<file path="src/rtl/phase_monitor_if.sv">
`default_nettype none
// ----------------------------------------------------------------------------
// phase_monitor_if : phase input and status outputs of phase_monitor.
// Capture ports exist only when PHASE_MON_CAPTURE_EN is defined.  Rev 1.0
// ----------------------------------------------------------------------------
interface phase_monitor_if #(
    parameter int CNT_W = 16
);
    logic [0:7]       phase;
    logic [2:0]       ph_idx;
    logic             ph_valid;
    logic             onehot_err;
    logic             seq_err;
    logic             restart;
    logic             err_sticky;
    logic [CNT_W-1:0] loop_count;
    logic [1:0]       state;
`ifdef PHASE_MON_CAPTURE_EN
    logic [0:7]       cap_prev;
    logic [0:7]       cap_cur;

    modport master (
        output phase,
        input  ph_idx, ph_valid, onehot_err, seq_err, restart, err_sticky,
               loop_count, state, cap_prev, cap_cur
    );
    modport slave (
        input  phase,
        output ph_idx, ph_valid, onehot_err, seq_err, restart, err_sticky,
               loop_count, state, cap_prev, cap_cur
    );
`else
    modport master (
        output phase,
        input  ph_idx, ph_valid, onehot_err, seq_err, restart, err_sticky,
               loop_count, state
    );
    modport slave (
        input  phase,
        output ph_idx, ph_valid, onehot_err, seq_err, restart, err_sticky,
               loop_count, state
    );
`endif
endinterface
`default_nettype wire

</file>
<file path="src/rtl/phase_monitor.sv">
`default_nettype none
// ----------------------------------------------------------------------------
// phase_monitor : decodes and checks the sequencer's one-hot phase, counts loops.
// Optional first-error capture under PHASE_MON_CAPTURE_EN.  Rev 1.0
// ----------------------------------------------------------------------------
module phase_monitor #(
    parameter int CNT_W     = 16,
    parameter int LOOP_LAST = 5
) (
    input  logic           clock,
    input  logic           reset,
    phase_monitor_if.slave bus
);
    typedef enum logic [1:0] {
        ST_WAIT = 2'd0,
        ST_INIT = 2'd1,
        ST_LOOP = 2'd2
    } state_t;

    localparam logic [2:0] LAST_IDX = 3'(LOOP_LAST - 1);

    state_t           state_q, state_d;
    logic [2:0]       ph_idx_q, ph_idx_d;
    logic             ph_valid_q, ph_valid_d;
    logic             onehot_err_q, onehot_err_d;
    logic             seq_err_q, seq_err_d;
    logic             restart_q, restart_d;
    logic             err_sticky_q, err_sticky_d;
    logic [CNT_W-1:0] loop_count_q, loop_count_d;

    logic [3:0]       w_ones;
    logic [2:0]       w_idx;
    logic             w_valid;
    logic             w_succ_ok;

    always_comb begin
        w_ones = '0;
        w_idx  = '0;
        for (int i = 0; i < 8; i++) begin
            w_ones = w_ones + {3'd0, bus.phase[i]};
            if (bus.phase[i]) w_idx = 3'(i);
        end
        w_valid = (w_ones == 4'd1);
    end

    // ph_idx_q / ph_valid_q double as the previous-sample history.
    assign w_succ_ok = ((ph_idx_q < LAST_IDX) && (w_idx == ph_idx_q + 3'd1)) ||
                       ((ph_idx_q == LAST_IDX) && (w_idx == 3'd1));

    always_comb begin
        state_d      = state_q;
        ph_idx_d     = 3'd0;
        ph_valid_d   = w_valid;
        onehot_err_d = 1'b0;
        seq_err_d    = 1'b0;
        restart_d    = 1'b0;
        loop_count_d = loop_count_q;

        if (!w_valid) begin
            onehot_err_d = 1'b1;
            state_d      = ST_WAIT;
        end else begin
            ph_idx_d  = w_idx;
            restart_d = (w_idx == 3'd0) && ph_valid_q && (ph_idx_q != 3'd0);
            case (state_q)
                ST_WAIT: begin
                    if (w_idx == 3'd0) state_d = ST_INIT;
                end
                ST_INIT: begin
                    if (w_idx == 3'd1) begin
                        state_d = ST_LOOP;
                    end else if (w_idx != 3'd0) begin
                        seq_err_d = 1'b1;
                        state_d   = ST_WAIT;
                    end
                end
                ST_LOOP: begin
                    if (w_idx == 3'd0) begin
                        state_d = ST_INIT;
                    end else if (w_succ_ok) begin
                        if (ph_idx_q == LAST_IDX) loop_count_d = loop_count_q + 1'b1;
                    end else begin
                        seq_err_d = 1'b1;
                        state_d   = ST_WAIT;
                    end
                end
                default: state_d = ST_WAIT;
            endcase
        end

        err_sticky_d = err_sticky_q | onehot_err_d | seq_err_d;
    end

    always_ff @(posedge clock or negedge reset) begin
        if (!reset) begin
            state_q      <= ST_WAIT;
            ph_idx_q     <= '0;
            ph_valid_q   <= 1'b0;
            onehot_err_q <= 1'b0;
            seq_err_q    <= 1'b0;
            restart_q    <= 1'b0;
            err_sticky_q <= 1'b0;
            loop_count_q <= '0;
        end else begin
            state_q      <= state_d;
            ph_idx_q     <= ph_idx_d;
            ph_valid_q   <= ph_valid_d;
            onehot_err_q <= onehot_err_d;
            seq_err_q    <= seq_err_d;
            restart_q    <= restart_d;
            err_sticky_q <= err_sticky_d;
            loop_count_q <= loop_count_d;
        end
    end

    assign bus.state      = state_q;
    assign bus.ph_idx     = ph_idx_q;
    assign bus.ph_valid   = ph_valid_q;
    assign bus.onehot_err = onehot_err_q;
    assign bus.seq_err    = seq_err_q;
    assign bus.restart    = restart_q;
    assign bus.err_sticky = err_sticky_q;
    assign bus.loop_count = loop_count_q;

`ifdef PHASE_MON_CAPTURE_EN
    logic [0:7] prev_raw_q;
    logic [0:7] cap_prev_q, cap_prev_d;
    logic [0:7] cap_cur_q, cap_cur_d;

    // Only the rising edge of err_sticky loads the capture pair.
    always_comb begin
        cap_prev_d = cap_prev_q;
        cap_cur_d  = cap_cur_q;
        if (!err_sticky_q && err_sticky_d) begin
            cap_prev_d = prev_raw_q;
            cap_cur_d  = bus.phase;
        end
    end

    always_ff @(posedge clock or negedge reset) begin
        if (!reset) begin
            prev_raw_q <= '0;
            cap_prev_q <= '0;
            cap_cur_q  <= '0;
        end else begin
            prev_raw_q <= bus.phase;
            cap_prev_q <= cap_prev_d;
            cap_cur_q  <= cap_cur_d;
        end
    end

    assign bus.cap_prev = cap_prev_q;
    assign bus.cap_cur  = cap_cur_q;
`endif
endmodule
`default_nettype wire

</file>
<file path="src/flat_wrapper.sv">
// flat-port wrapper written by rule: the top's interface ports become plain ports
module phase_monitor_flat 
#(
    parameter int CNT_W     = 16,
    parameter int LOOP_LAST = 5
)
  (clock, reset, bus_phase, bus_ph_idx, bus_ph_valid, bus_onehot_err, bus_seq_err, bus_restart, bus_err_sticky, bus_loop_count, bus_state);
  phase_monitor_if #(.CNT_W(CNT_W)) bus_i ();
  input  logic clock;
  input  logic reset;
  input wire logic [$bits(bus_i.phase)-1:0] bus_phase;
  output wire logic [$bits(bus_i.ph_idx)-1:0] bus_ph_idx;
  output wire logic [$bits(bus_i.ph_valid)-1:0] bus_ph_valid;
  output wire logic [$bits(bus_i.onehot_err)-1:0] bus_onehot_err;
  output wire logic [$bits(bus_i.seq_err)-1:0] bus_seq_err;
  output wire logic [$bits(bus_i.restart)-1:0] bus_restart;
  output wire logic [$bits(bus_i.err_sticky)-1:0] bus_err_sticky;
  output wire logic [$bits(bus_i.loop_count)-1:0] bus_loop_count;
  output wire logic [$bits(bus_i.state)-1:0] bus_state;
  assign bus_i.phase = bus_phase;
  assign bus_ph_idx = bus_i.ph_idx;
  assign bus_ph_valid = bus_i.ph_valid;
  assign bus_onehot_err = bus_i.onehot_err;
  assign bus_seq_err = bus_i.seq_err;
  assign bus_restart = bus_i.restart;
  assign bus_err_sticky = bus_i.err_sticky;
  assign bus_loop_count = bus_i.loop_count;
  assign bus_state = bus_i.state;
  phase_monitor #(.CNT_W(CNT_W), .LOOP_LAST(LOOP_LAST)) u_core (.clock(clock), .reset(reset), .bus(bus_i));
endmodule
</file>
<file path="config.mk">
export PLATFORM = sky130hd
export DESIGN_NAME = phase_monitor_flat
export DESIGN_NICKNAME = d
export VERILOG_FILES = /design/src/rtl/phase_monitor_if.sv /design/src/rtl/phase_monitor.sv /design/src/flat_wrapper.sv
export SDC_FILE = /design/constraint.sdc
export NUM_CORES = 1
export LEC_CHECK = 0
export CAP_MARGIN = 20
export CORE_MARGIN = 1
export CORE_UTILIZATION = 23
export DETAILED_ROUTE_END_ITERATION = 12
export GPL_TIMING_DRIVEN = 0
export SETUP_SLACK_MARGIN = 0.05
export SKIP_CTS_REPAIR_TIMING = 1
export SYNTH_ARGS = -nofsm -noshare
export SYNTH_HDL_FRONTEND = slang
export SYNTH_SLANG_ARGS = --single-unit
</file>
<file path="constraint.sdc">
create_clock -name clock -period 3 [get_ports clock]
set_clock_uncertainty 0.1 [all_clocks]
set_input_delay 0.45 -clock clock [delete_from_list [all_inputs] [get_ports clock]]
set_output_delay 0.45 -clock clock [all_outputs]
set_load 0.02 [all_outputs]
</file>
### Yosys cells after proc, flatten, opt, wreduce, memory -nomap -nowiden

Index checks and enable logic that the tools add are counted.

| cells by class | value |
|---|---|
| add/sub/neg operators | 9 |
| magnitude comparators | 1 |
| eq/ne operators | 9 |
| multiplexer cells | 23 |
| bitwise logic cells | 3 |
| reduce and logical (&&, ||, !) cells | 11 |

Operator list:

| operator | count |
|---|---|
| adder 4 x 1 -> 4 bit | 6 |
| 2-to-1 mux 3 bit | 7 |
| adder 16 x 1 -> 16 bit, second input constant | 1 |
| 2-to-1 mux 2 bit | 6 |
| 2-to-1 mux 1 bit | 8 |
| != test 4 bit, second input constant | 2 |
| one-hot mux 2 bit (3 select lines) | 1 |
| nonzero test 3 bit | 2 |
| AND reduction 5 bit | 1 |
| == test 4 x 1 -> 1 bit, second input constant | 1 |
| logical AND 1 bit | 4 |
| adder 3 x 1 -> 3 bit, second input constant | 1 |
| == test 3 x 1 -> 1 bit, second input constant | 1 |
| == test 3 bit | 1 |
| == test 3 bit, second input constant | 1 |
| logical NOT 3 bit | 1 |
| less-than comparator 3 bit, second input constant | 1 |
| != test 3 bit, second input constant | 1 |
| AND reduction 3 bit | 1 |
| adder 1 x 1 -> 2 bit | 1 |
| == test 2 x 1 -> 1 bit, second input constant | 1 |
| == test 2 bit, second input constant | 1 |
| logical NOT 2 bit | 1 |
| bitwise OR 1 bit | 2 |
| other kinds (3) | 3 |

| storage, ports and cells | value |
|---|---|
| register bits after elaboration | 26 |
| bits of input ports | 10 |
| output and inout bits | 26 |
| logic and storage cells | 64 |

### Depth between registers and ports, before layout

| depth | value |
|---|---|
| word-level depth | 15 |
| mapped depth | 14 |

### Least setup slack after synthesis

Ideal clock, no wire load.

| timing path | value |
|---|---|
| kind | input port to flip-flop |
| from | input port bus_phase[6] |
| to | register u_core.loop_count_q[14] (netlist: u_core.bus.loop_count[14]) |
| setup time | 80 ps |
| data arrival time | 4,027 ps |
| data required time | 2,820 ps |
| setup slack | -1,206 ps |
| stages | 13 |
| path through | ha_1 inv_1 fa_1 fa_1 fa_1 fa_1 nor2b_1 a31oi_2 inv_1 nand3_1 or4b_2 nor2_1 xor2_1 |

| on the way | value |
|---|---|
| elaborated cells between the ends (all ways) | 23 |
| classes of those cells | add/sub: 7; eq/ne: 3; mux: 7; bitwise: 1; reduce/logical: 5 |

RTL lines:

| item | RTL line | RTL |
|---|---|---|
| start: declaration | flat_wrapper.sv:11 | `input wire logic [$bits(bus_i.phase)-1:0] bus_phase;` |
| adder 1 x 1 -> 2 bit | phase_monitor.sv:40 | `w_ones = w_ones + {3'd0, bus.phase[i]};` |
| adder 4 x 1 -> 4 bit (6 in series) | phase_monitor.sv:40 |  |
| == test 4 x 1 -> 1 bit | phase_monitor.sv:43 | `w_valid = (w_ones == 4'd1);` |
| via u_core.ph_valid_d | phase_monitor.sv:24 | `logic ph_valid_q, ph_valid_d;` |
| AND reduction 5 bit (no line) | n/a |  |
| end signal: assignment | phase_monitor.sv:112 | `loop_count_q <= loop_count_d;` |
| end: declaration | phase_monitor.sv:29 | `logic [CNT_W-1:0] loop_count_q, loop_count_d;` |

The timed path passes the listed nets, and every way through them passes these cells.
A chain may end at the register's enable or synchronous reset.

### Worst setup path after layout

Ends and elaborated chain as after synthesis.

==> flow_metrics.tcl <==
set metrics [dict create \
    hold_path_depth 1 \
    slowest_stage "or4b_4" \
    clock_latency_ps 270 \
    min_to "u_core.bus.loop_count[15]$_DFFE_PN0P_" \
    crit_family "adder cells" \
    synth_flop_cell "dfrtp_1" \
    synth_edf_count 0 \
    setup_viol 26 \
    syn_avg_cell_area_um2 10.2 \
    r2r-start "u_core.bus.ph_idx[0]$_DFF_PN0_" \
    place_inst 268 \
    dr.pass1.iters 8 \
    critical_path_class "in -> reg" \
    core_um2 6490 \
    path_clk_slew_ps 90 \
    crit_chain "buf_8 -> ha_4 -> inv_2 -> fa_1 -> fa_1 -> fa_2 -> fa_2 -> and4bb_2 -> a31oi_4 -> inv_2 -> nand3_4 -> or4b_4 -> nor2_4 -> xor2_1" \
    synth-seq-cells 26 \
    die_width_um 84.8 \
    setup_ws_ps -994 \
    min-delay-start "u_core.bus.loop_count[15]$_DFFE_PN0P_" \
    areaGrowthSynthToFinish_pct 46.9 \
    crit_path_end_kind "flip-flop" \
    worst_pin_slew_ps 776 \
    max_stage_delay_ps 590 \
    cp_max_fo 5 \
    routed-via-count 1289 \
    h-tree-depth 1 \
    clk_path_buf_depth 2 \
    row_count 29 \
    grt_pass1_wl_um 5900 \
    irDropWorstVdd_uv 220 \
    drive_gt1_share_pct 25.2 \
    cp.arrival_ps 4090 \
    netlist-cell-type-count 41 \
    reg2reg_slack_ps 550 \
    fin_total_pwr_mw 0.983 \
    async_reset_ff_share_pct 100 \
    place_congestion 0.827 \
    io_pins 36 \
    ant_nets 0 \
    multiInputGateArea_um2 1010 \
    ys_warn_count 0 \
    synth_most_common_cell "dfrtp_1" \
    hpwl_um 2710 \
    nets 227 \
    synth_common_cells "dfrtp_1, inv_1, nor2_1" \
    yosysSeqAreaShare_pct 41.2 \
    r2r-end "u_core.bus.state[1]$_DFFE_PN0P_" \
    diodes 0 \
    fmax_mhz 250 \
    violations "DRC, setup timing" \
    worst-path-buf-inv 3 \
    antenna_found_initial 0 \
    startpoint_type "primary input" \
    grt_setup_unrepaired "yes" \
    fin_cells 279 \
    port-buffer-count 35 \
    grt_remaining_overflow 0 \
    cts-root-buf "clkbuf_8" \
    syn_inst 155 \
    synth_nets 179 \
    track_usage_pct 10.3 \
    die_h_um 84.8 \
    synth_top_area_share_pct 41.2 \
    cts_tree "built" \
    fill_cells 639 \
    syn_area_um2 1580 \
    placed_area_um2 2150 \
    power_density_nw_per_um2 424 \
    post-route-period-util_pct 133 \
    dieArea_um2 7200 \
    r2r_cells 7 \
    initial_core_util_pct 24.3 \
    drc 2 \
    numCtsBuffers 3 \
    p_leak_nw 1.04 \
    yosysTopAreaCell "dfrtp_1" \
    avgViaCountPerCell 4.62 \
    hold_class "reg -> reg" \
    final_area_um2 2320 \
    hold_violations 0 \
    wl_per_cell_um 13.4 \
    period_minus_slack_ps 3990 \
    drv_slew 0 \
    maxSlewHeadroom_pct 48.1 \
    required_ps 3090 \
    regArea_um2 651 \
    drt_iter0_drc 41 \
    routed_wl_um 3740 \
    ys_top_cells_by_area "dfrtp_1, ha_1, xor2_1, fa_1, inv_1" \
    status "finished, violations left" \
    grt_start_max_net_pins 17 \
    cts.sinks 26 \
    grt_pass1_vias 1278 \
    maxCapViolCount 0 \
    hold_ws_ps 376 \
    postLayoutCoreUtil_pct 35.7 \
]
==> cell families after synthesis <==
group                      count (synthesis)  synth area share, %
DFF                                       26                 41.2
and+or+nand+nor                           62                 22.0
buffers and inverters                     18                 4.76
muxes                                      2                 1.35
xor gates and xnor gates                  17                 9.44
adders and majority gates                 14                 13.0
AOI/OAI and AO/OA                         16                 8.17
==> through the flow <==
stage	TNS, ps	setup WS (ps)
6_report	-15630	-994
5_1_grt	-18130	-1080
4_1_cts	-27400	-1410
3_5_place_dp	-34570	-1680
3_3_place_gp	-34320	-1640
2_1_floorplan	-14380	-897
==> worst max-delay path by stage <==
stage	slack, ps	cells after the start	endpoint	startpoint
6_report	-990	14	u_core.bus.loop_count[14]$_DFFE_PN0P_	bus_phase[6]
4_1_cts	-1410	14	u_core.bus.loop_count[14]$_DFFE_PN0P_	bus_phase[6]
5_1_grt	-1080	14	u_core.bus.loop_count[14]$_DFFE_PN0P_	bus_phase[6]
3_3_place_gp	-1640	14	u_core.bus.loop_count[10]$_DFFE_PN0P_	bus_phase[6]
2_1_floorplan	-900	13	u_core.bus.loop_count[10]$_DFFE_PN0P_	bus_phase[7]
3_5_place_dp	-1680	14	u_core.bus.loop_count[14]$_DFFE_PN0P_	bus_phase[6]
==> power breakdown <==
group	internal [mW]	total (mW)	leakage, nW	switching (mW)
registers	0.367	0.382	0.352	0.0147
logic	0.148	0.314	0.649	0.166
clock network	0.178	0.287	0.0357	0.108
total	0.694	0.983	1.04	0.289
==> layout make-up <==
class	instances	share of cell area, %
clock buffer	3	1.78
clock inverter	1	1.30
inverter	17	2.75
multi-input combinational	112	43.6
sequential	26	28.1
tap	77	4.16
timing repair buffer	43	18.4
==> layout by cell type (no fill, tap or decap), types with 2 or more instances in the layout <==
master,netlist,routed
xnor2_1,4,4
a21oi_1,3,3
nor4_4,1,2
clkdlybuf4s50_1,0,31
clkbuf_8,0,3
fa_1,4,2
ha_1,10,9
nand2b_1,2,2
dfrtp_1,26,26
xor2_1,13,13
o2bb2ai_1,2,2
nand4_1,3,3
nor3_1,8,2
inv_2,0,2
fa_2,0,2
nand2_1,13,13
and3_1,4,4
nor2_2,0,3
nor2_1,15,9
clkbuf_2,0,2
nor2_4,0,3
nand3_1,3,2
a31oi_4,0,2
inv_1,17,15
nor3_2,0,6
buf_4,0,7
==> sequential cells by signal (all words and copies together) (netlist names) <==
signal and flops:
u_core.bus.err_sticky 1, u_core.bus.state 2, u_core.bus.restart 1, u_core.bus.seq_err 1, u_core.bus.onehot_err 1, u_core.bus.ph_valid 1, u_core.bus.loop_count 16, u_core.bus.ph_idx 3
==> routing by layer <==
metal	track usage [%]	routed length [µm]
met1	12.6	1620
met2	18.1	1940
met3	2.92	140
met4	2.47	46
met5	0	0
No activity file was read; power rests on OpenSTA's default activity.
==> RTL change (same settings) <==
`CNT_W` is set to 16 in 3 places; all go to 20.
--- a/src/rtl/phase_monitor_if.sv
+++ b/src/rtl/phase_monitor_if.sv
@@ -5,5 +5,5 @@
 // ----------------------------------------------------------------------------
 interface phase_monitor_if #(
-    parameter int CNT_W = 16
+    parameter int CNT_W = 20
 );
     logic [0:7]       phase;
--- a/src/rtl/phase_monitor.sv
+++ b/src/rtl/phase_monitor.sv
@@ -5,5 +5,5 @@
 // ----------------------------------------------------------------------------
 module phase_monitor #(
-    parameter int CNT_W     = 16,
+    parameter int CNT_W     = 20,
     parameter int LOOP_LAST = 5
 ) (
--- a/src/flat_wrapper.sv
+++ b/src/flat_wrapper.sv
@@ -2,5 +2,5 @@
 module phase_monitor_flat 
 #(
-    parameter int CNT_W     = 16,
+    parameter int CNT_W     = 20,
     parameter int LOOP_LAST = 5
 )
Ports: changed (resized bus_loop_count); port bits go from 36 to 40. The function was not compared with the original's and may differ.
==> RTL change against the unedited design <==
  * Critical endpoint is now u_core.bus.loop_count[9]
  * Critical path depth did not move
  * Die area rose by 9.0%
  * Routed wire length rose by 6.4%
  * Sequential cell count rose by 4
  * Total power rose by 9.4%
  * Final area rose by 11%
  * Synthesized cell count rose by 11%
  * Largest cell class unchanged
  * Via count rose by 11%
  * Synthesized area rose by 9.3%
  * The flow finishes with violations (setup timing)
  * Setup slack got worse by 0.20 ns
==> RTL change: results (changes against the unedited design) <==
| Metric | Value |
|---|---|
| Area fraction in compound gates after synthesis | 6.89% (-1.3 points) |
| XOR/XNOR Fraction of Synth Area | 10.7% (+1.2 points) |
| First-pass GRT wire length | 6180 µm (+4.7%) |
| Hpwl dp | 2890 µm (+6.7%) |
| RePlAce Congestion | 0.843 (+2.0%) |
| Share of cells above drive strength 1 | 20.7% (-4.5 points) |
| Fraction of synthesized area in multiplexers | 1.23% (-0.11 points) |
| Design Power | 1.08 mW (+9.4%) |
| GRT Util Overall | 10.4% (+0.092 points) |
| Synth cell types | 38 (-7.3%) |
| CP peak stage delay | 0.57 ns (-0.02 ns) |
| Clock transition at path regs | 0.07 ns (-0.02 ns) |
| Net Count, Synth | 196 (+9.5%) |
| R2R Path Start | u_core.bus.ph_idx[0] |
| Filler cell count | 748 (+17%) |
| Placed Area | 0.00228 mm² (+6.2%) |
| Largest net degree at the start of global routing | 31 (+14) |
| Setup TNS | -26.34 ns (-10.70 ns) |
| Top post-synthesis cells by area | dfrtp_1, ha_1, xnor2_1 |
| Iter 0 DRT Violations | 15 (-63%) |
| Failing checks | setup timing |
| Slew headroom | 54.6% (+6.5 points) |
| Number of global-route vias before repair | 1290 (+0.94%) |
| Via density | 4.38 (-5.2%) |
| Reg-to-reg endpoint | u_core.bus.loop_count[9] |
| Worst VDD drop | 0.000267 V (+21%) |
| Max reg flops | 20 (+4) |
| Dpl ws | -1.77 ns (-0.0876 ns) |
| Final setup viols | 30 (+15%) |
| Nets | 250 (+10%) |
| Status | finished with violations |
| TritonRoute pass-1 iters | 4 (-4) |
| Flop-to-flop setup slack | 0.35 ns (-0.20 ns) |
| Register area share after synthesis | 43.5% (+2.3 points) |
| Internal power | 0.752 mW (+8.3%) |
| Finished Layout Cells | 326 (+17%) |
| # port buffers | 39 (+11%) |
| Lkg Pwr | 1.17 nW (+13%) |
| Crit-path max FO | 4 (-1) |
| Commonest cells in the netlist | dfrtp_1, inv_1, nor2_1 |
| HP Class | in2async |
| Avg Cell Area, Syn | 10.0 µm² (-1.5%) |
| Ant. Diodes | 0 (unchanged) |
| Comb. pwr | 0.297 mW (-5%) |
| Crit-path slowest cell | fa_1 |
| # placed instances | 310 (+16%) |
| Pwr Density | 417 mW/mm² (-1.7%) |
| Post-DR wirelength/cell | 12.2 µm (-8.9%) |
| Cts bufs inserted | 5 (+2) |
| Setup ws final | -1.19 ns (-0.197 ns) |
| Post-Synth Adder-Cell Area | 11.9% (-1.1 points) |
| Clock group power | 0.343 mW (+20%) |
| H-tree lvl count | 2 (+1) |
| Reg2Reg Depth | 9 (+2) |
[RTL change: changes by cell type after synthesis, moves of 4 or more]
| cell | change |
|---|---|
| xnor2_1 | +10 |
| xor2_1 | -6 |
| dfrtp_1 | +4 |
| nand4_1 | +4 |
| nor3_1 | -4 |
| nor4_1 | +4 |
[RTL change: final cells by class]
| cell class | count | area share (%) |
|---|---|---|
| well taps | 99 | 4.80 |
| plain buffers | 2 | 0.727 |
| flip-flops and latches | 30 | 29.1 |
| clock inverters | 2 | 0.485 |
| clock buffers | 6 | 3.20 |
| inverters | 19 | 2.86 |
| repair buffers | 47 | 19.1 |
| multi-input cells | 121 | 39.7 |
[RTL change: routing by layer]
layer / vias up / share of wire (%) / GRT usage (%)
met1: 697 / 45 / 13.5
met5: - / 0 / 0
met4: 0 / 0.18 / 1.76
li1: 694 / - / -
met3: 2 / 4.1 / 3.17
met2: 35 / 50 / 17.3
